`src/rtl/t05_tree_walker_pkg.sv`:
```
// Shared types and node-word layout for the Huffman tree walker.
package t05_htree_pkg;
  localparam int NODE_W  = 71;
  localparam int IDX_MSB = 70;
  localparam int IDX_LSB = 64;
  localparam int L1_MSB  = 63;
  localparam int L1_LSB  = 55;
  localparam int L2_MSB  = 54;
  localparam int L2_LSB  = 46;
  localparam int PTR_W   = 9;
  localparam int CODE_W  = 16;
  localparam int LEN_W   = 5;

  // Sum-node tag with an out-of-range index marks an absent child.
  localparam logic [PTR_W-1:0] NULL_PTR = 9'h180;

  typedef enum logic [2:0] {IDLE, PROC, FETCH, EMIT, POP, DONE, ERR} tw_state_t;

  typedef struct packed {
    logic [PTR_W-1:0]  ptr;
    logic [CODE_W-1:0] code;
    logic [LEN_W-1:0]  len;
  } tw_item_t;

  function automatic logic is_leaf(input logic [PTR_W-1:0] ptr);
    return ~ptr[8];
  endfunction
endpackage

```
`src/rtl/t05_tree_walker_if.sv`:
```
// SRAM read port and codebook output channel of the tree walker.
interface t05_tree_walker_if #(parameter int MAX_LEN = 16);
  import t05_htree_pkg::*;

  logic              rd_req;
  logic [6:0]        rd_addr;
  logic              rd_valid;
  logic [NODE_W-1:0] rd_data;
  logic              cb_valid;
  logic              cb_ready;
  logic [7:0]        cb_char;
  logic [MAX_LEN-1:0] cb_code;
  logic [4:0]        cb_len;

  modport master (
    output rd_req, rd_addr, cb_valid, cb_char, cb_code, cb_len,
    input  rd_valid, rd_data, cb_ready
  );

  modport slave (
    input  rd_req, rd_addr, cb_valid, cb_char, cb_code, cb_len,
    output rd_valid, rd_data, cb_ready
  );
endinterface

```
`src/rtl/t05_tree_walker_stack.sv`:
```
// LIFO of pending right-branch work items for the depth-first walk.
module t05_tw_stack
  import t05_htree_pkg::*;
#(
  parameter int DEPTH = 16
) (
  input  logic     clk,
  input  logic     rst_n,
  input  logic     clr,
  input  logic     push,
  input  logic     pop,
  input  tw_item_t push_item,
  output tw_item_t top_item,
  output logic     full,
  output logic     empty
);
  localparam int AW = (DEPTH > 1) ? $clog2(DEPTH) : 1;
  localparam int CW = $clog2(DEPTH + 1);

  tw_item_t        mem_q [DEPTH];
  logic [CW-1:0]   cnt_q, cnt_d;
  logic [AW-1:0]   wr_idx, rd_idx;

  assign wr_idx   = AW'(cnt_q);
  assign rd_idx   = AW'(cnt_q - 1'b1);
  assign full     = (cnt_q == CW'(DEPTH));
  assign empty    = (cnt_q == '0);
  assign top_item = mem_q[rd_idx];

  // Occupancy update; clear wins, push and pop are never issued together.
  always_comb begin
    cnt_d = cnt_q;
    if (clr)                 cnt_d = '0;
    else if (push && !full)  cnt_d = cnt_q + 1'b1;
    else if (pop && !empty)  cnt_d = cnt_q - 1'b1;
  end

  // Occupancy register.
  always_ff @(posedge clk or negedge rst_n) begin
    if (!rst_n) cnt_q <= '0;
    else        cnt_q <= cnt_d;
  end

  // Storage needs no reset; only entries below the count are ever read.
  always_ff @(posedge clk) begin
    if (push && !full && !clr) mem_q[wr_idx] <= push_item;
  end
endmodule

```
`src/rtl/t05_tree_walker.sv`:
```
// Depth-first walker that turns the SRAM Huffman tree into codebook entries.
//
//  state | meaning
//  IDLE  | waiting for start after reset
//  PROC  | classify current item pointer (null / leaf / sum node)
//  FETCH | reading the sum node at rd_addr; split into left item + pushed right item
//  EMIT  | presenting a leaf entry until cb_ready
//  POP   | resume from the stack or finish
//  DONE  | walk complete, waiting for start
//  ERR   | fault seen, waiting for start
module t05_tree_walker
  import t05_htree_pkg::*;
#(
  parameter int MAX_LEN = 16
) (
  input  logic               clk,
  input  logic               rst_n,
  input  logic               start,
  input  logic [6:0]         root_idx,
  t05_tree_walker_if.master  bus,
  output logic [7:0]         char_cnt,
  output logic               done,
  output logic               error
);
  tw_state_t          state_q, state_d;
  tw_item_t           item_q, item_d, push_item, top_item;
  logic [7:0]         char_cnt_q, char_cnt_d;
  logic [6:0]         rd_addr_q, rd_addr_d;
  logic [7:0]         cb_char_q, cb_char_d;
  logic [MAX_LEN-1:0] cb_code_q, cb_code_d;
  logic [4:0]         cb_len_q, cb_len_d;
  logic               push, pop, stk_clr, stk_full, stk_empty, start_ok;
  logic [6:0]         node_idx;
  logic [PTR_W-1:0]   node_l1, node_l2;
  logic               unused_sum;

  assign node_idx   = bus.rd_data[IDX_MSB:IDX_LSB];
  assign node_l1    = bus.rd_data[L1_MSB:L1_LSB];
  assign node_l2    = bus.rd_data[L2_MSB:L2_LSB];
  assign unused_sum = ^bus.rd_data[L2_LSB-1:0];
  assign start_ok   = start && (state_q inside {IDLE, DONE, ERR});

  assign push_item = '{ptr:  node_l2,
                       code: {item_q.code[CODE_W-2:0], 1'b1},
                       len:  item_q.len + 1'b1};

  t05_tw_stack #(.DEPTH(MAX_LEN)) u_stack (
    .clk       (clk),
    .rst_n     (rst_n),
    .clr       (stk_clr),
    .push      (push),
    .pop       (pop),
    .push_item (push_item),
    .top_item  (top_item),
    .full      (stk_full),
    .empty     (stk_empty)
  );

  // Next-state and datapath decisions for the walk.
  always_comb begin
    state_d    = state_q;
    item_d     = item_q;
    char_cnt_d = char_cnt_q;
    rd_addr_d  = rd_addr_q;
    cb_char_d  = cb_char_q;
    cb_code_d  = cb_code_q;
    cb_len_d   = cb_len_q;
    push       = 1'b0;
    pop        = 1'b0;
    stk_clr    = 1'b0;
    if (start_ok) begin
      item_d     = '{ptr: {2'b10, root_idx}, code: '0, len: '0};
      char_cnt_d = '0;
      stk_clr    = 1'b1;
      state_d    = PROC;
    end else begin
      case (state_q)
        PROC: begin
          if (item_q.ptr == NULL_PTR) begin
            state_d = POP;
          end else if (is_leaf(item_q.ptr)) begin
            cb_char_d = item_q.ptr[7:0];
            cb_code_d = item_q.code[MAX_LEN-1:0];
            cb_len_d  = item_q.len;
            state_d   = EMIT;
          end else begin
            rd_addr_d = item_q.ptr[6:0];
            state_d   = FETCH;
          end
        end
        FETCH: begin
          if (bus.rd_valid) begin
            if (node_idx != rd_addr_q || item_q.len == LEN_W'(MAX_LEN)) begin
              state_d = ERR;
            end else if (node_l2 != NULL_PTR && stk_full) begin
              state_d = ERR;
            end else begin
              push    = (node_l2 != NULL_PTR);
              item_d  = '{ptr:  node_l1,
                          code: {item_q.code[CODE_W-2:0], 1'b0},
                          len:  item_q.len + 1'b1};
              state_d = PROC;
            end
          end
        end
        EMIT: begin
          if (bus.cb_ready) begin
            char_cnt_d = char_cnt_q + 1'b1;
            state_d    = POP;
          end
        end
        POP: begin
          if (stk_empty) begin
            state_d = DONE;
          end else begin
            item_d  = top_item;
            pop     = 1'b1;
            state_d = PROC;
          end
        end
        default: state_d = state_q;
      endcase
    end
  end

  // State and datapath registers.
  always_ff @(posedge clk or negedge rst_n) begin
    if (!rst_n) begin
      state_q    <= IDLE;
      item_q     <= '0;
      char_cnt_q <= '0;
      rd_addr_q  <= '0;
      cb_char_q  <= '0;
      cb_code_q  <= '0;
      cb_len_q   <= '0;
    end else begin
      state_q    <= state_d;
      item_q     <= item_d;
      char_cnt_q <= char_cnt_d;
      rd_addr_q  <= rd_addr_d;
      cb_char_q  <= cb_char_d;
      cb_code_q  <= cb_code_d;
      cb_len_q   <= cb_len_d;
    end
  end

  assign bus.rd_req   = (state_q == FETCH);
  assign bus.rd_addr  = rd_addr_q;
  assign bus.cb_valid = (state_q == EMIT);
  assign bus.cb_char  = cb_char_q;
  assign bus.cb_code  = cb_code_q;
  assign bus.cb_len   = cb_len_q;
  assign char_cnt     = char_cnt_q;
  assign done         = (state_q == DONE);
  assign error        = (state_q == ERR);
endmodule

```
`src/flat_wrapper.sv`:
```
// flat-port wrapper written by rule: the top's interface ports become plain ports
module t05_tree_walker_flat import t05_htree_pkg::*;
#(
  parameter int MAX_LEN = 16
)
  (clk, rst_n, start, root_idx, char_cnt, done, error, bus_rd_req, bus_rd_addr, bus_cb_valid, bus_cb_char, bus_cb_code, bus_cb_len, bus_rd_valid, bus_rd_data, bus_cb_ready);
  t05_tree_walker_if #(.MAX_LEN(MAX_LEN)) bus_i ();
  input  logic clk;
  input  logic rst_n;
  input  logic start;
  input  logic [6:0] root_idx;
  output logic [7:0] char_cnt;
  output logic done;
  output logic error;
  output wire logic [$bits(bus_i.rd_req)-1:0] bus_rd_req;
  output wire logic [$bits(bus_i.rd_addr)-1:0] bus_rd_addr;
  output wire logic [$bits(bus_i.cb_valid)-1:0] bus_cb_valid;
  output wire logic [$bits(bus_i.cb_char)-1:0] bus_cb_char;
  output wire logic [$bits(bus_i.cb_code)-1:0] bus_cb_code;
  output wire logic [$bits(bus_i.cb_len)-1:0] bus_cb_len;
  input wire logic [$bits(bus_i.rd_valid)-1:0] bus_rd_valid;
  input wire logic [$bits(bus_i.rd_data)-1:0] bus_rd_data;
  input wire logic [$bits(bus_i.cb_ready)-1:0] bus_cb_ready;
  assign bus_rd_req = bus_i.rd_req;
  assign bus_rd_addr = bus_i.rd_addr;
  assign bus_cb_valid = bus_i.cb_valid;
  assign bus_cb_char = bus_i.cb_char;
  assign bus_cb_code = bus_i.cb_code;
  assign bus_cb_len = bus_i.cb_len;
  assign bus_i.rd_valid = bus_rd_valid;
  assign bus_i.rd_data = bus_rd_data;
  assign bus_i.cb_ready = bus_cb_ready;
  t05_tree_walker #(.MAX_LEN(MAX_LEN)) u_core (.clk(clk), .rst_n(rst_n), .start(start), .root_idx(root_idx), .bus(bus_i), .char_cnt(char_cnt), .done(done), .error(error));
endmodule
```
`config.mk`:
```
export PLATFORM = sky130hd
export DESIGN_NAME = t05_tree_walker_flat
export DESIGN_NICKNAME = d
export VERILOG_FILES = /design/src/rtl/t05_tree_walker_pkg.sv /design/src/rtl/t05_tree_walker_if.sv /design/src/rtl/t05_tree_walker_stack.sv /design/src/rtl/t05_tree_walker.sv /design/src/flat_wrapper.sv
export SDC_FILE = /design/constraint.sdc
export NUM_CORES = 1
export LEC_CHECK = 0
export CORE_MARGIN = 3
export CORE_UTILIZATION = 28
export DETAILED_ROUTE_END_ITERATION = 8
export GPL_ROUTABILITY_DRIVEN = 0
export PLACE_DENSITY_LB_ADDON = 0.05
export SLEW_MARGIN = 40
export SYNTH_ARGS = -nofsm -noshare
export SYNTH_HDL_FRONTEND = slang
export SYNTH_SLANG_ARGS = --single-unit
export TNS_END_PERCENT = 100
```
`constraint.sdc`:
```
create_clock -name clk -period 5.47 [get_ports clk]
set_input_delay 0.547 -clock clk [delete_from_list [all_inputs] [get_ports clk]]
set_output_delay 0.547 -clock clk [all_outputs]
set_load 0.05 [all_outputs]
```
* Yosys cells after proc, flatten, opt, wreduce, memory -nomap -nowiden
Memories as Yosys holds them, arrays and structs flattened. Index checks and enable logic that the tools add are counted.
Storage, ports and cells: register bits 82, RAM bits 464, bits of input ports 83, logic and storage cells 88, memories 1
Memory list:
- u_core.u_stack.mem_q | depth 16, bits a word 29, rd ports 1, clocked after Yosys merged registers in 0, wr ports 1, RTL line t05_tree_walker_stack.sv:20 | tw_item_t mem_q [DEPTH];
Operators by class: add/sub/neg operators 4, eq/ne operators 16, muxes and demuxes 32, bitwise operators 3, reductions and logical operators 22
Operators by type and width (number):
- 2-to-1 mux 30 bit | 5
- case mux 30 bit (2 select lines) | 1
- 2-to-1 mux 8 bit | 3
- 2-to-1 mux 3 bit | 7
- 2-to-1 mux 5 bit | 3
- 2-to-1 mux 1 bit | 12
- case mux 3 bit (4 select lines) | 1
- adder 5 x 1 -> 5 bit, second input constant | 2
- equality test 5 bit, second input constant | 2
- equality test 3 bit, second input constant | 3
- equality test 9 bit, second input constant | 1
- inequality test 3 x 2 -> 1 bit, second input constant | 3
- inequality test 9 bit, second input constant | 1
- nonzero test 3 bit | 3
- adder 8 x 1 -> 8 bit, second input constant | 1
- AND reduction 4 bit | 2
- inequality test 7 bit | 1
- equality test 3 x 2 -> 1 bit, second input constant | 2
- inequality test 3 x 1 -> 1 bit, second input constant | 2
- logical AND 1 bit | 5
- zero test 5 bit | 1
- AND reduction 5 bit | 1
- nonzero test 5 bit | 1
- subtractor 5 x 1 -> 5 bit, second input constant | 1
- 8 further kinds | 13

* Depth between registers and ports, before layout
Gate-level depths: netlist of the first run.
depth after elaboration 11, depth in mapped cells 14, mapped depth without buffers 7

* Modules after synthesis
From an unflattened synthesis of the first run, not the netlist that was laid out.
Unflattened totals: cells, all modules 1084, area total of the unflattened synthesis 22601.7 µm²
Modules (own cells, without submodules):
- t05_tw_stack | times used 1, cells an instance 740, area an instance 18631.6 µm², seq. area each 14538.9 µm²
- t05_tree_walker | times used 1, cells an instance 344, area an instance 3970.1 µm², seq. area each 1926.8 µm²

* Least setup slack after synthesis of the first run
Ideal clock, no wire load.
kind register -> register, from reg u_core.u_stack.cnt_q[0], to mem u_core.u_stack.mem_q[0][0] (netlist name) (enable), library setup time 451 ps, arrival time 4225 ps, slack 794 ps, cell stages (with the launch flop) 13, period minus slack after synthesis 4676 ps, path through dfrtp_1 > buf_6 > buf_6 > buf_4 > buf_4 > inv_1 > ha_1 > nor4bb_1 > a311oi_1 > and4_1 > buf_2 > nand2_1 > nor3_1
Between the ends: cells in the longest elaborated chain, start to end 11
Ends and longest elaborated chain:
- from (decl) | RTL line t05_tree_walker_stack.sv:21 | logic [CW-1:0] cnt_q, cnt_d;
- from (signal assigned) | RTL line t05_tree_walker_stack.sv:41 | else cnt_q <= cnt_d;
- equality test 5 bit | RTL line t05_tree_walker_stack.sv:26 | assign full = (cnt_q == CW'(DEPTH));
- logical AND 1 bit | RTL line t05_tree_walker.sv:95 | end else if (node_l2 != NULL_PTR && stk_full) begin
- 2-to-1 mux 1 bit | RTL line t05_tree_walker.sv:95
- 2-to-1 mux 1 bit | RTL line t05_tree_walker.sv:93 | if (node_idx != rd_addr_q || item_q.len == LEN_W'(MAX_LEN)) begin
- 2-to-1 mux 1 bit | RTL line t05_tree_walker.sv:92 | if (bus.rd_valid) begin
- 2-to-1 mux 1 bit | RTL line t05_tree_walker.sv:77 | case (state_q)
- 2-to-1 mux 1 bit | RTL line t05_tree_walker.sv:71 | if (start_ok) begin
- logical AND 1 bit (2 in series) | RTL line t05_tree_walker_stack.sv:46 | if (push && !full && !clr) mem_q[wr_idx] <= push_item;
- 2-to-1 mux 1 bit | RTL line t05_tree_walker_stack.sv:46
- 2-to-1 mux 1 bit (not written as such) | RTL line t05_tree_walker_stack.sv:46
- to (decl) | RTL line t05_tree_walker_stack.sv:20
Several ways; a longest one is shown, not always the timed one.

* Worst setup path in the final report of the first run
from reg u_core.u_stack.cnt_q[0], to mem u_core.u_stack.mem_q[14][7] (netlist name) (enable)
The elaborated chain is that of the path after synthesis.

==> results of run 1 <==
[stage by stage]
| step | std cells | worst slack, ns | utilization, % |
|---|---|---|---|
| after global placement | 2257 | 1.33 | 31.5 |
| final | 2375 | 1.89 | 34.0 |
| after detailed placement | 2258 | 1.31 | 31.5 |
| after floorplan | 1155 | 0.794 | - |
| after CTS | 2374 | 1.80 | 34.0 |
| after global routing | 2374 | 1.54 | 34.0 |
[layout by cell type (no fill, tap or decap), types with 4 or more instances in the layout]
cell type,synthesis,layout
a21oi_1,29,26
buf_12,0,13
clkinv_1,0,17
nor3_1,12,7
xnor2_1,7,6
nor2_4,0,11
nand4_1,6,6
buf_4,12,33
clkbuf_16,0,62
a211oi_1,26,26
and3_1,5,5
nand3_1,7,7
mux2i_1,31,31
xor2_1,13,11
nand2_1,73,73
ha_1,8,7
edfxtp_1,464,464
inv_1,9,9
mux2_2,37,37
nor2_1,26,15
mux4_2,116,116
o21ai_0,30,30
and2_1,13,13
clkdlybuf4s50_1,0,83
clkinv_2,0,4
clkbuf_1,29,23
o21ai_1,5,5
nor3_2,1,6
dfrtp_1,82,80
a2bb2oi_1,18,18
a221o_1,7,7
nand2b_1,4,4
o32a_1,11,11
[critical path, cell delays in order (launching register included)]
cell	delay [ns]
dfrtp_4	0.72
inv_1	0.20
ha_4	0.22
nor4bb_1	0.14
a311oi_1	0.26
and4_1	0.48
nand2_1	0.32
nor2_4	0.62
buf_12	0.27
[layer usage]
| metal | share of wire (%) | wire [µm] |
|---|---|---|
| met5 | 0 | 0 |
| met4 | 1.6 | 973 |
| met1 | 47 | 29400 |
| met3 | 3.9 | 2410 |
| met2 | 47 | 29300 |
[how the worst min path moves through the flow]
stage	start	end	slack, ns	cells after the start
floorplan	rst_n	u_core.bus.cb_char[0]	0.25	0
global placement	u_core.bus.cb_char[7]	u_core.bus.cb_char[7]	0.49	1
detailed placement	u_core.bus.cb_char[7]	u_core.bus.cb_char[7]	0.50	1
CTS	rst_n	u_core.char_cnt[4]	0.47	2
global route	rst_n	u_core.char_cnt[3]	0.49	2
finish	rst_n	u_core.char_cnt[4]	0.48	2
[power breakdown]
group / internal (mW) / leakage (nW) / switching, mW
Combinational: 2.12 / 2.50 / 3.13
Clock: 2.23 / 0.908 / 1.67
Sequential: 5.24 / 5.16 / 0.655
Total: 9.59 / 8.57 / 5.46
[cells by family after synthesis]
kind of cell    Yosys count  synth area share (%)
mux                     184                  15.2
buf+inv                  79                  1.90
simple gates            166                  3.93
fa+ha+maj                 8                 0.456
flops                   546                  72.9
xor+xnor                 20                 0.798
compound gates          152                  4.84
[state kept, by name, summed over array words and instances, names as in the netlist]
name,cells
u_core.bus.cb_len,5
u_core.bus.cb_char,8
u_core.u_stack.mem_q,464
u_core.state_q,3
u_core.char_cnt,8
u_core.u_stack.cnt_q,5
u_core.item_q,30
u_core.bus.cb_code,16
u_core.bus.rd_addr,7
[synthesized netlist by cell type, types with 8 or more instances]
library cell,number,area [µm²]
ha_1,8,100
buf_2,19,95.1
buf_4,12,90.1
nand2_1,73,274
nor3_1,12,60.1
xor2_1,13,114
a21oi_1,29,145
o21ai_0,30,150
clkbuf_1,29,109
and2_1,13,81.3
dfrtp_1,82,2050
inv_1,9,33.8
edfxtp_1,464,13900
o32a_1,11,110
nor2_1,26,97.6
mux2i_1,31,310
mux2_2,37,417
mux4_2,116,2610
a211oi_1,26,195
a2bb2oi_1,18,158
[final cells by class]
type	instances	area, µm²	share of cell area [%]
Tap cell	1040	1300	4.94
Multi-Input combinational cell	530	5740	21.8
Timing Repair Buffer	133	1390	5.26
Clock buffer	85	1640	6.21
Antenna cell	1	2.50	0.00949
Clock inverter	30	267	1.01
Sequential cell	546	16000	60.7
Inverter	10	37.5	0.142
==> metrics.md, run 1 <==
| Metric | Value |
|---|---|
| CP Class | `register to register` |
| Hold Crit Class | `primary input to async pin` |
| CP required | `5.77 ns` |
| Reg2Reg Depth | `8` |
| Filler Cells Inserted | `7,509` |
| Die Height | `286 µm` |
| Gate Count Post-Synth | `around 1.2k` |
| Met1 usage | `21.8%` |
| Die area | `0.0818 mm²` |
| Pwr Total | `15.0 mW` |
| Primary FF master, synth | `edfxtp_1` |
| Worst setup path startpoint | `u_core.u_stack.cnt_q[0]` |
| DP Area | `0.0244 mm²` |
| Avg Inst Size Synth | `19.0 µm²` |
| H-tree levels | `2` |
| CTS Buf Count | `slightly above 60` |
| Post-synth EDFFs | `464` |
| Max-slew violations | `0` |
| Setup bufs post-CTS | `0` |
| Rel. slew slack | `39.7%` |
| Initial Utilization | `28.3%` |
| Endpoints failing setup | `0` |
| Cts repair resizes | `0` |
| DRT antenna net count | `0` |
| CP arrival | `around 3.9 ns` |
| P&R area growth vs syn | `20.2%` |
| Chip width | `286 µm` |
| Power Density | `571 mW/mm²` |
| First-pass GRT wire length | `90,700 µm` |
| Setup tns final | `0 ns` |
| Root Buffer | `clkbuf_16` |
| Initial antenna violation count | `3` |
| Cts hold-fix bufs | `1` |
| Number of port buffers | `84` |
| Sequential share of the synthesized area | `72.9%` |
| Largest net degree at the start of global routing | `46` |
| Synth cell types | `65` |
| Via/cell ratio | `4.76` |
| Number of I/O pins | `around 130` |
| Async SR Flop Fraction | `15.0%` |
| CP Max Fanout | `21` |
| Remaining DRCs | `0` |
| Core area | `0.0776 mm²` |
| Worst reg2reg setup slack | `roughly 1.9 ns` |
| Grt met2 use | `25.0%` |
| Crit path capture | `u_core.u_stack.mem_q[14][7]` |
| Post-Syn Nets | `1,246` |
| Layout Nets | `1,373` |
| First-pass detailed-route iteration total | `4` |
| Vias post-DR | `11.3k` |
| Final hold vios | `0` |
| Hold_ws | `0.483 ns` |
| Max Clock Freq | `about 0.28 GHz` |
| Vias in the first global route | `12.1k` |
| Rows | `102` |
| Routed wire per std cell | `between 20 and 30 µm` |
| Worst Setup Start Kind | `register` |
| Worst Tran Pin Value | `0.899 ns` |
| Post-detail-place hpwl | `35,100 µm` |
| Total routed wirelength | `62,100 µm` |
| Final Critical Period | `approximately 3.6 ns` |
| Gr ovfl total | `0` |
| Clock-pin transition on the worst setup and hold timing paths | `0.06 ns` |
| CP endpoint kind | `register` |
| RSZ-0062 raised after global routing | `false` |
| Gr busiest metal | `met2` |
| Outcome | `finished, final reports clean` |
| Layout Skew | `0.0385 ns` |
| Layout cell share with drive strength beyond 1 | `23.6%` |
| Synthesis Warnings | `0` |
| MaxCap Viol Count | `0` |
| Area of the mapped netlist | `0.0219 mm²` |
| Tot GR Track Use | `15.4%` |
| M3 GR Usage | `2.53%` |
| CTS tree | `built` |
| RR Endpoint | `u_core.u_stack.mem_q[14][7]` |
| Initial drt markers | `757` |
| FF-to-FF Start | `u_core.u_stack.cnt_q[0]` |
| Synthesis-stage register bit count | `between 500 and 600` |
| LEAKAGE | `8.57 nW` |
| Clock Tree Buf Depth | `3` |
| Final period util | `~65%` |
| VDD IR max | `0.327 mV` |
| Later-pin clock latency in the skew report | `approximately 0.64 ns` |
| Design area | `0.0264 mm²` |
| CTS Sinks | `546` |
No activity file was read; power rests on OpenSTA's default activity.
==> inputs of run 2 (changes only) <==
Clock period 5.47 ns to 3.5 ns, I/O delays scaled along.
==> run 2 against run 1 <==
Worst hold slack got worse by 0.19 ns. Clock power grew 74%. Die area unchanged. First-iteration DRC count shrank 2.9%. Power rose by 64%. Register-to-register slack worse by 1.6 ns. Combinational power grew 67%. Sequential cell count unchanged. Cell count up 2.3%. Global-route usage grew 0.23 points. Sequential power increased by 54%. Largest power group unchanged.
==> metrics.md, run 2 (synthesized netlist as in run 1, its figures left out) <==
| Metric | Value |
|---|---|
| Routed wire per std cell | `25.8 µm (-1.5%)` |
| Remaining DRCs | `0 (unchanged)` |
| Rel. slew slack | `46.9% (+7.2 points)` |
| Final period util | `91.3% (+26 points)` |
| Reg area | `0.0160 mm² (unchanged)` |
| Max Clock Freq | `0.313 GHz (+12%)` |
| Later-pin clock latency in the skew report | `0.59 ns (-0.05 ns)` |
| Net Switching | `8.70 mW (+59%)` |
| Dpl cells | `2,307 (+2.2%)` |
| Max reg flops | `464 (unchanged)` |
| Power share of the clock group | `27.5% (+1.6 points)` |
| CP required | `3.80 ns (-1.97 ns)` |
| Final Critical Period | `3.20 ns (-0.387 ns)` |
| Gr ovfl total | `0 (unchanged)` |
| Cts repair resizes | `0 (unchanged)` |
| Most flops, register | `u_core.u_stack.mem_q` |
| Part of the power in registers | `36.8% (-2.4 points)` |
| Power Density | `904 mW/mm² (+58%)` |
| Most frequent cells in the layout | `edfxtp_1 (464), mux4_2 (116), clkdlybuf4s50_1 (83)` |
| Layout Cells excl Fill | `2,429 (+2.3%)` |
| Switching share of total power | `35.3% (-0.93 points)` |
| Clock Tree Buf Depth | `3 (unchanged)` |
| CP endpoint kind | `register` |
| Tot GR Track Use | `15.6% (+0.23 points)` |
| Clock-pin transition on the worst setup and hold timing paths | `0.06 ns (about the same)` |
| Largest net degree at the start of global routing | `62 (+35%)` |
| CTS tree | `built` |
| Vias in the first global route | `12.5k (+3.8%)` |
| Endpoints failing setup | `0 (unchanged)` |
| Worst reg2reg setup slack | `0.30 ns (-1.58 ns)` |
| RSZ-0062 raised after global routing | `false` |
| Root Buffer | `clkbuf_16` |
| Via/cell ratio | `4.72 (-0.80%)` |
| Vias post-DR | `11.5k (+1.5%)` |
| Initial antenna violation count | `4 (+1)` |
| CP Class | `register to register` |
| Layout Skew | `0.0168 ns (-0.0217 ns)` |
| Core area | `0.0776 mm² (unchanged)` |
| Number of port buffers | `84 (unchanged)` |
| DRT antenna net count | `0 (unchanged)` |
| Post-detail-place hpwl | `38,400 µm (+9.2%)` |
| Worst Tran Pin Value | `0.785 ns (-0.114 ns)` |
| Chip width | `286 µm (unchanged)` |
| Multi-input gate area | `0.00576 mm² (+0.28%)` |
| Initial Utilization | `28.3% (unchanged)` |
| CTS Sinks | `546 (unchanged)` |
| P&R area growth vs syn | `24.1%` |
| Combinational power share | `35.7% (+0.8 points)` |
| Max-slew violations | `0 (unchanged)` |
| Number of I/O pins | `131 (unchanged)` |
| Layout cell share with drive strength beyond 1 | `27.5% (+3.9 points)` |
| Final hold vios | `0 (unchanged)` |
| CP Max Fanout | `11 (-48%)` |
| First-pass detailed-route iteration total | `5 (+1)` |
| Outcome | `finished, final reports clean` |
| Filler Cells Inserted | `7,448 (-0.81%)` |
| CTS Buf Count | `66 (+8.2%)` |
| LEAKAGE | `9.00 nW (+5.0%)` |
| CP arrival | `3.49 ns (-0.40 ns)` |
| Initial drt markers | `735 (-2.9%)` |
| Internal | `15.9 mW (+66%)` |
| Die Height | `286 µm (unchanged)` |
| Setup bufs post-CTS | `0 (unchanged)` |
| Rows | `102 (unchanged)` |
| VDD IR max | `0.431 mV (+32%)` |
| Hold Crit Class | `primary input to async pin` |
| First-pass GRT wire length | `92,000 µm (+1.4%)` |
| H-tree levels | `3 (+1)` |
| Layout Nets | `1,427 (+3.9%)` |
| Pwr Total | `24.6 mW (+64%)` |
| Total routed wirelength | `62,600 µm (+0.70%)` |
| Worst Setup Start Kind | `register` |
| Die area | `0.0818 mm² (unchanged)` |
| MaxCap Viol Count | `0 (unchanged)` |
| Most common cell after layout, fill and taps aside | `edfxtp_1` |
| Diodes inserted | `0 (-1)` |
[run 2: changes by cell type in the layout (fill, tap and decap cells not counted), sizes merged]
cell	previous run	this run
buf	49	98
clkbuf	85	102
clkinv	24	11
clkinvlp	2	1
diode	1	0
inv	11	14
[run 2: worst paths after layout]
| path | from | to | cells past startpoint |
|---|---|---|---|
| max in group asynchronous | rst_n | u_core.item_q[6] | 3 |
| setup reg to reg | u_core.u_stack.cnt_q[1] | u_core.u_stack.mem_q[4][15] | 9 |
| hold reg to reg | u_core.bus.cb_len[0] | u_core.bus.cb_len[0] | 1 |
| min in group clk | bus_rd_data[62] | u_core.item_q[28] | 3 |
| hold / removal | rst_n | u_core.char_cnt[6] | 2 |
| setup / recovery | u_core.u_stack.cnt_q[1] | u_core.u_stack.mem_q[4][15] | 9 |
[run 2: critical path, stage by stage, from the launching register on]
cell and delay [ns]:
dfrtp_1 0.53, inv_1 0.21, ha_4 0.22, nor4bb_1 0.14, a311oi_1 0.26, and4_1 0.40
nand2_1 0.16, buf_4 0.19, nor2_4 0.53, buf_12 0.24
[run 2: cell type report]
type	instances	area share (%)
Clock buffer	102	7.13
Clock inverter	19	0.749
Inverter	10	0.138
Multi-Input combinational cell	530	21.1
Sequential cell	546	58.7
Tap cell	1040	4.78
Timing Repair Buffer	182	7.35
[run 2: per-layer routing]
| metal | part of all wire [%] | vias up | global-route usage (%) |
|---|---|---|---|
| li1 | - | 5069 | - |
| met2 | 48 | 230 | 25.7 |
| met5 | 0 | - | 0 |
| met1 | 46 | 6101 | 21.2 |
| met4 | 1.7 | 0 | 4.17 |
| met3 | 4.0 | 71 | 2.93 |
[run 2: power by group through the flow]
stage               logic, mW  clock network [mW]  registers, mW
finish                   8.79                6.77           9.06
global route             9.55                7.33           9.20
detailed placement       8.99                   0           9.22
floorplan                5.02                   0           9.57
global placement         9.02                   0           9.20
CTS                      9.03                7.03           9.08
[run 2: per-stage QoR]
stage	setup WS, ns	instance area, µm²	hold slack [ns]	utilization [%]	TNS [ns]
finish	0.305	27200	0.293	35.1	0
global placement	0.0454	25100	0.395	32.3	0
global route	0.100	27200	0.317	35.1	0
CTS	0.292	27200	0.280	35.1	0
floorplan	-0.400	22000	0.0544	-	-136.27
detailed placement	0.0457	25100	0.398	32.3	0
[run 2: timing repair]
action                     CTS  global route
setup endpoints to repair    0             0
hold endpoints to repair    29             0
hold buffers                 1             0
==> inputs of run 3 (changes only) <==
Settings changed: CELL_PAD_IN_SITES_DETAIL_PLACEMENT set to 2, CELL_PAD_IN_SITES_GLOBAL_PLACEMENT set to 2, CORE_UTILIZATION 28 to 47, SYNTH_HIERARCHICAL set to 1.
==> run 3 against run 2 <==
Clock power is 6.5% lower. Sequential power shrank 4.7%. Highest routed layer is now met5. Critical endpoint is now u_core/u_stack/mem_q[14][27]. Largest power group unchanged. Count of clock-buffer cells in the layout decreased by 17. Via count up 1.0%.
==> metrics.md, run 3 <==
| Metric | Value |
|---|---|
| Initial antenna violation count | `2 (-2)` |
| Synth cell types | `54 (-17%)` |
| Die area | `0.0508 mm² (-38%)` |
| Net Switching | `7.51 mW (-14%)` |
| Chip width | `225 µm (-21%)` |
| CP arrival | `3.62 ns (+0.13 ns)` |
| Synth cell count leaders | `edfxtp_1 (480), mux4_2 (143), dfrtp_1 (82)` |
| Sequential share of the synthesized area | `72.9% (about the same)` |
| Vias in the first global route | `13.0k (+3.3%)` |
| Worst Tran Pin Value | `0.824 ns (+0.0390 ns)` |
| Number of I/O pins | `131 (unchanged)` |
| Initial Utilization | `48.0% (+20 points)` |
| Gate Count Post-Synth | `1,084 (-6.1%)` |
| Combinational power share | `34.9% (-0.8 points)` |
| Setup bufs post-CTS | `0 (unchanged)` |
| Max-slew violations | `0 (unchanged)` |
| CTS Buf Count | `58 (-12%)` |
| Max Clock Freq | `0.301 GHz (-3.8%)` |
| Rel. slew slack | `45.1% (-1.9 points)` |
| P&R area growth vs syn | `20.7%` |
| Endpoints failing setup | `0 (unchanged)` |
| Power share of the clock group | `27.5% (about the same)` |
| Synthesis-stage register bit count | `562 (+2.9%)` |
| Root Buffer | `clkbuf_16` |
| Dominant cells by area after synthesis | `edfxtp_1 (64%), mux4_2 (14%), dfrtp_1 (9.1%), mux2_2 (2.6%), mux4_1 (0.81%)` |
| Switching share of total power | `32.7% (-2.7 points)` |
| Reg area | `0.0165 mm² (+3.0%)` |
| Dpl cells | `1,827 (-21%)` |
| Reg2Reg Depth | `12 (+3)` |
| Hold Crit Class | `primary input to async pin` |
| Layout Skew | `0.0439 ns (+0.0271 ns)` |
| Final hold vios | `0 (unchanged)` |
| Power Density | `842 mW/mm² (-6.8%)` |
| Largest net degree at the start of global routing | `80 (+29%)` |
| MaxCap Viol Count | `0 (unchanged)` |
| Vias post-DR | `11.6k (+1.0%)` |
| Design area | `0.0273 mm² (+0.16%)` |
| Area leader, netlist | `edfxtp_1` |
| Most flops, register | `u_core/u_stack/mem_q` |
| Final Critical Period | `3.32 ns (+0.126 ns)` |
| Area of the mapped netlist | `0.0226 mm² (+3.0%)` |
| Internal | `15.5 mW (-2.9%)` |
| Post-detail-place hpwl | `37,600 µm (-1.9%)` |
| Initial drt markers | `1,016 (+38%)` |
| Layout Nets | `1,372 (-3.9%)` |
| Die Height | `225 µm (-21%)` |
| Tot GR Track Use | `25.0% (+9.4 points)` |
| First-pass detailed-route iteration total | `8 (+3)` |
| Total routed wirelength | `61,400 µm (-1.8%)` |
| DP Area | `0.0252 mm² (+0.62%)` |
| DRT antenna net count | `0 (unchanged)` |
| Multi-input gate area | `0.00591 mm² (+2.7%)` |
| CP endpoint kind | `register` |
| RSZ-0062 raised after global routing | `false` |
| Part of the power in registers | `37.6% (+0.8 points)` |
| Synthesis Warnings | `6 (+6)` |
| FF-to-FF Start | `u_core/item_q[0]` |
| Post-synth EDFFs | `480 (+3.4%)` |
| CP required | `3.80 ns (about the same)` |
| Top-count cell post-synth | `edfxtp_1` |
| Later-pin clock latency in the skew report | `0.64 ns (+0.05 ns)` |
| First-pass GRT wire length | `91,300 µm (-0.76%)` |
| Layout Cells excl Fill | `1,938 (-20%)` |
| Primary FF master, synth | `edfxtp_1` |
| Async SR Flop Fraction | `14.6% (-0.43 points)` |
| Hold_ws | `0.378 ns (+0.0849 ns)` |
| Gr ovfl total | `0 (unchanged)` |
| Routed wire per std cell | `31.7 µm (+23%)` |
| Filler Cells Inserted | `3,833 (-49%)` |
| Via/cell ratio | `5.98 (+27%)` |
| Most common cell after layout, fill and taps aside | `edfxtp_1` |
| Worst setup path startpoint | `u_core/item_q[0]` |
| CP Class | `register to register` |
| H-tree levels | `2 (-1)` |
| Outcome | `finished, final reports clean` |
| CTS tree | `built` |
| Avg Inst Size Synth | `20.9 µm² (+9.8%)` |
| Layout cell share with drive strength beyond 1 | `32.3% (+4.8 points)` |
| CP Max Fanout | `7 (-4)` |
| VDD IR max | `0.743 mV (+73%)` |
| CTS Sinks | `562 (+2.9%)` |
| RR Endpoint | `u_core/u_stack/mem_q[14][27]` |
| Final period util | `94.9% (+3.6 points)` |
| Remaining DRCs | `0 (unchanged)` |
| Diodes inserted | `0 (unchanged)` |
| Clock-pin transition on the worst setup and hold timing paths | `0.06 ns (about the same)` |
| Worst Setup Start Kind | `register` |
| Number of port buffers | `84 (unchanged)` |
| Worst reg2reg setup slack | `0.18 ns (-0.13 ns)` |
| Most frequent cells in the layout | `edfxtp_1 (480), mux4_2 (143), clkdlybuf4s50_1 (83)` |
| Max reg flops | `480 (+3.4%)` |
| Core area | `0.0471 mm² (-39%)` |
| Share of Yosys cell area claimed by the top area cell type | `63.8% (+0.27 points)` |
| Rows | `79 (-23%)` |
| LEAKAGE | `9.28 nW (+3.1%)` |
| Clock Tree Buf Depth | `3 (unchanged)` |
[run 3: per-layer routing]
| metal | GRT usage, % | vias to the layer above | routed length, µm | share of wire [%] |
|---|---|---|---|---|
| li1 | - | 4863 | - | - |
| met1 | 34.5 | 6331 | 26000 | 42 |
| met2 | 42.4 | 314 | 31300 | 51 |
| met3 | 3.97 | 79 | 2880 | 4.7 |
| met4 | 5.78 | 4 | 1230 | 2.0 |
| met5 | 0 | - | 25 | 0.041 |
[run 3: power groups by stage]
stage | logic, mW | registers, mW | clock network (mW)
floorplan | 4.86 | 9.18 | 0
global placement | 7.77 | 8.71 | 0
detailed placement | 8.02 | 8.78 | 0
global route | 8.53 | 8.73 | 6.73
finish | 8.02 | 8.63 | 6.33
CTS | 8.11 | 8.64 | 6.46
[run 3: worst max-delay path by stage]
stage | endpoint
floorplan | u_core/u_stack/mem_q[0][0]
CTS | u_core/u_stack/mem_q[2][26]
detailed placement | u_core/u_stack/mem_q[2][3]
finish | u_core/u_stack/mem_q[14][27]
global placement | u_core/item_q[22]
global route | u_core/item_q[24]
[run 3: repair_timing]
item | CTS | global route
hold buffers | 1 | 0
setup endpoints to repair | 90 | 197
gates resized for setup | 2 | 4
endpoints found under the hold margin | 47 | 0
[run 3: logic make-up after synthesis]
logic type                 after synthesis  synth area share [%]
and+or+nand+nor                        125                  2.97
buffers and inverters                   73                  1.85
adders and majority gates                8                 0.443
DFF                                    562                  72.9
AOI/OAI and AO/OA                       76                  2.60
xor gates and xnor gates                18                 0.698
muxes                                  221                  18.6
other                                    1                0.0166
[run 3: through the flow]
stage | setup slack (ns) | utilization, % | power (mW) | TNS [ns]
floorplan | 0.00709 | - | 14.0 | 0
global placement | 0.00502 | 53.6 | 16.5 | 0
detailed placement | -0.175 | 53.6 | 16.8 | -14.08
CTS | 0.0485 | 57.9 | 23.2 | 0
global route | 0.0593 | 58.0 | 24.0 | 0
finish | 0.179 | 58.0 | 23.0 | 0
[run 3: critical path, cell delays in order (launching register included)]
cell and delay [ns]:
dfrtp_2 0.43, inv_1 0.12, ha_1 0.27, a31oi_2 0.21
buf_4 0.18, nand4_1 0.12, buf_4 0.18, nor4b_4 0.29
buf_4 0.21, nand2_1 0.07, nor2_1 0.33, and2_2 0.30
buf_4 0.25
[run 3: area by class of cell]
class | count | share of cell area [%]
multi-input cells | 464 | 21.7
inverters | 13 | 0.179
repair buffers | 182 | 7.64
clock inverters | 25 | 0.968
well taps | 607 | 2.78
clock buffers | 85 | 6.36
flip-flops and latches | 562 | 60.4
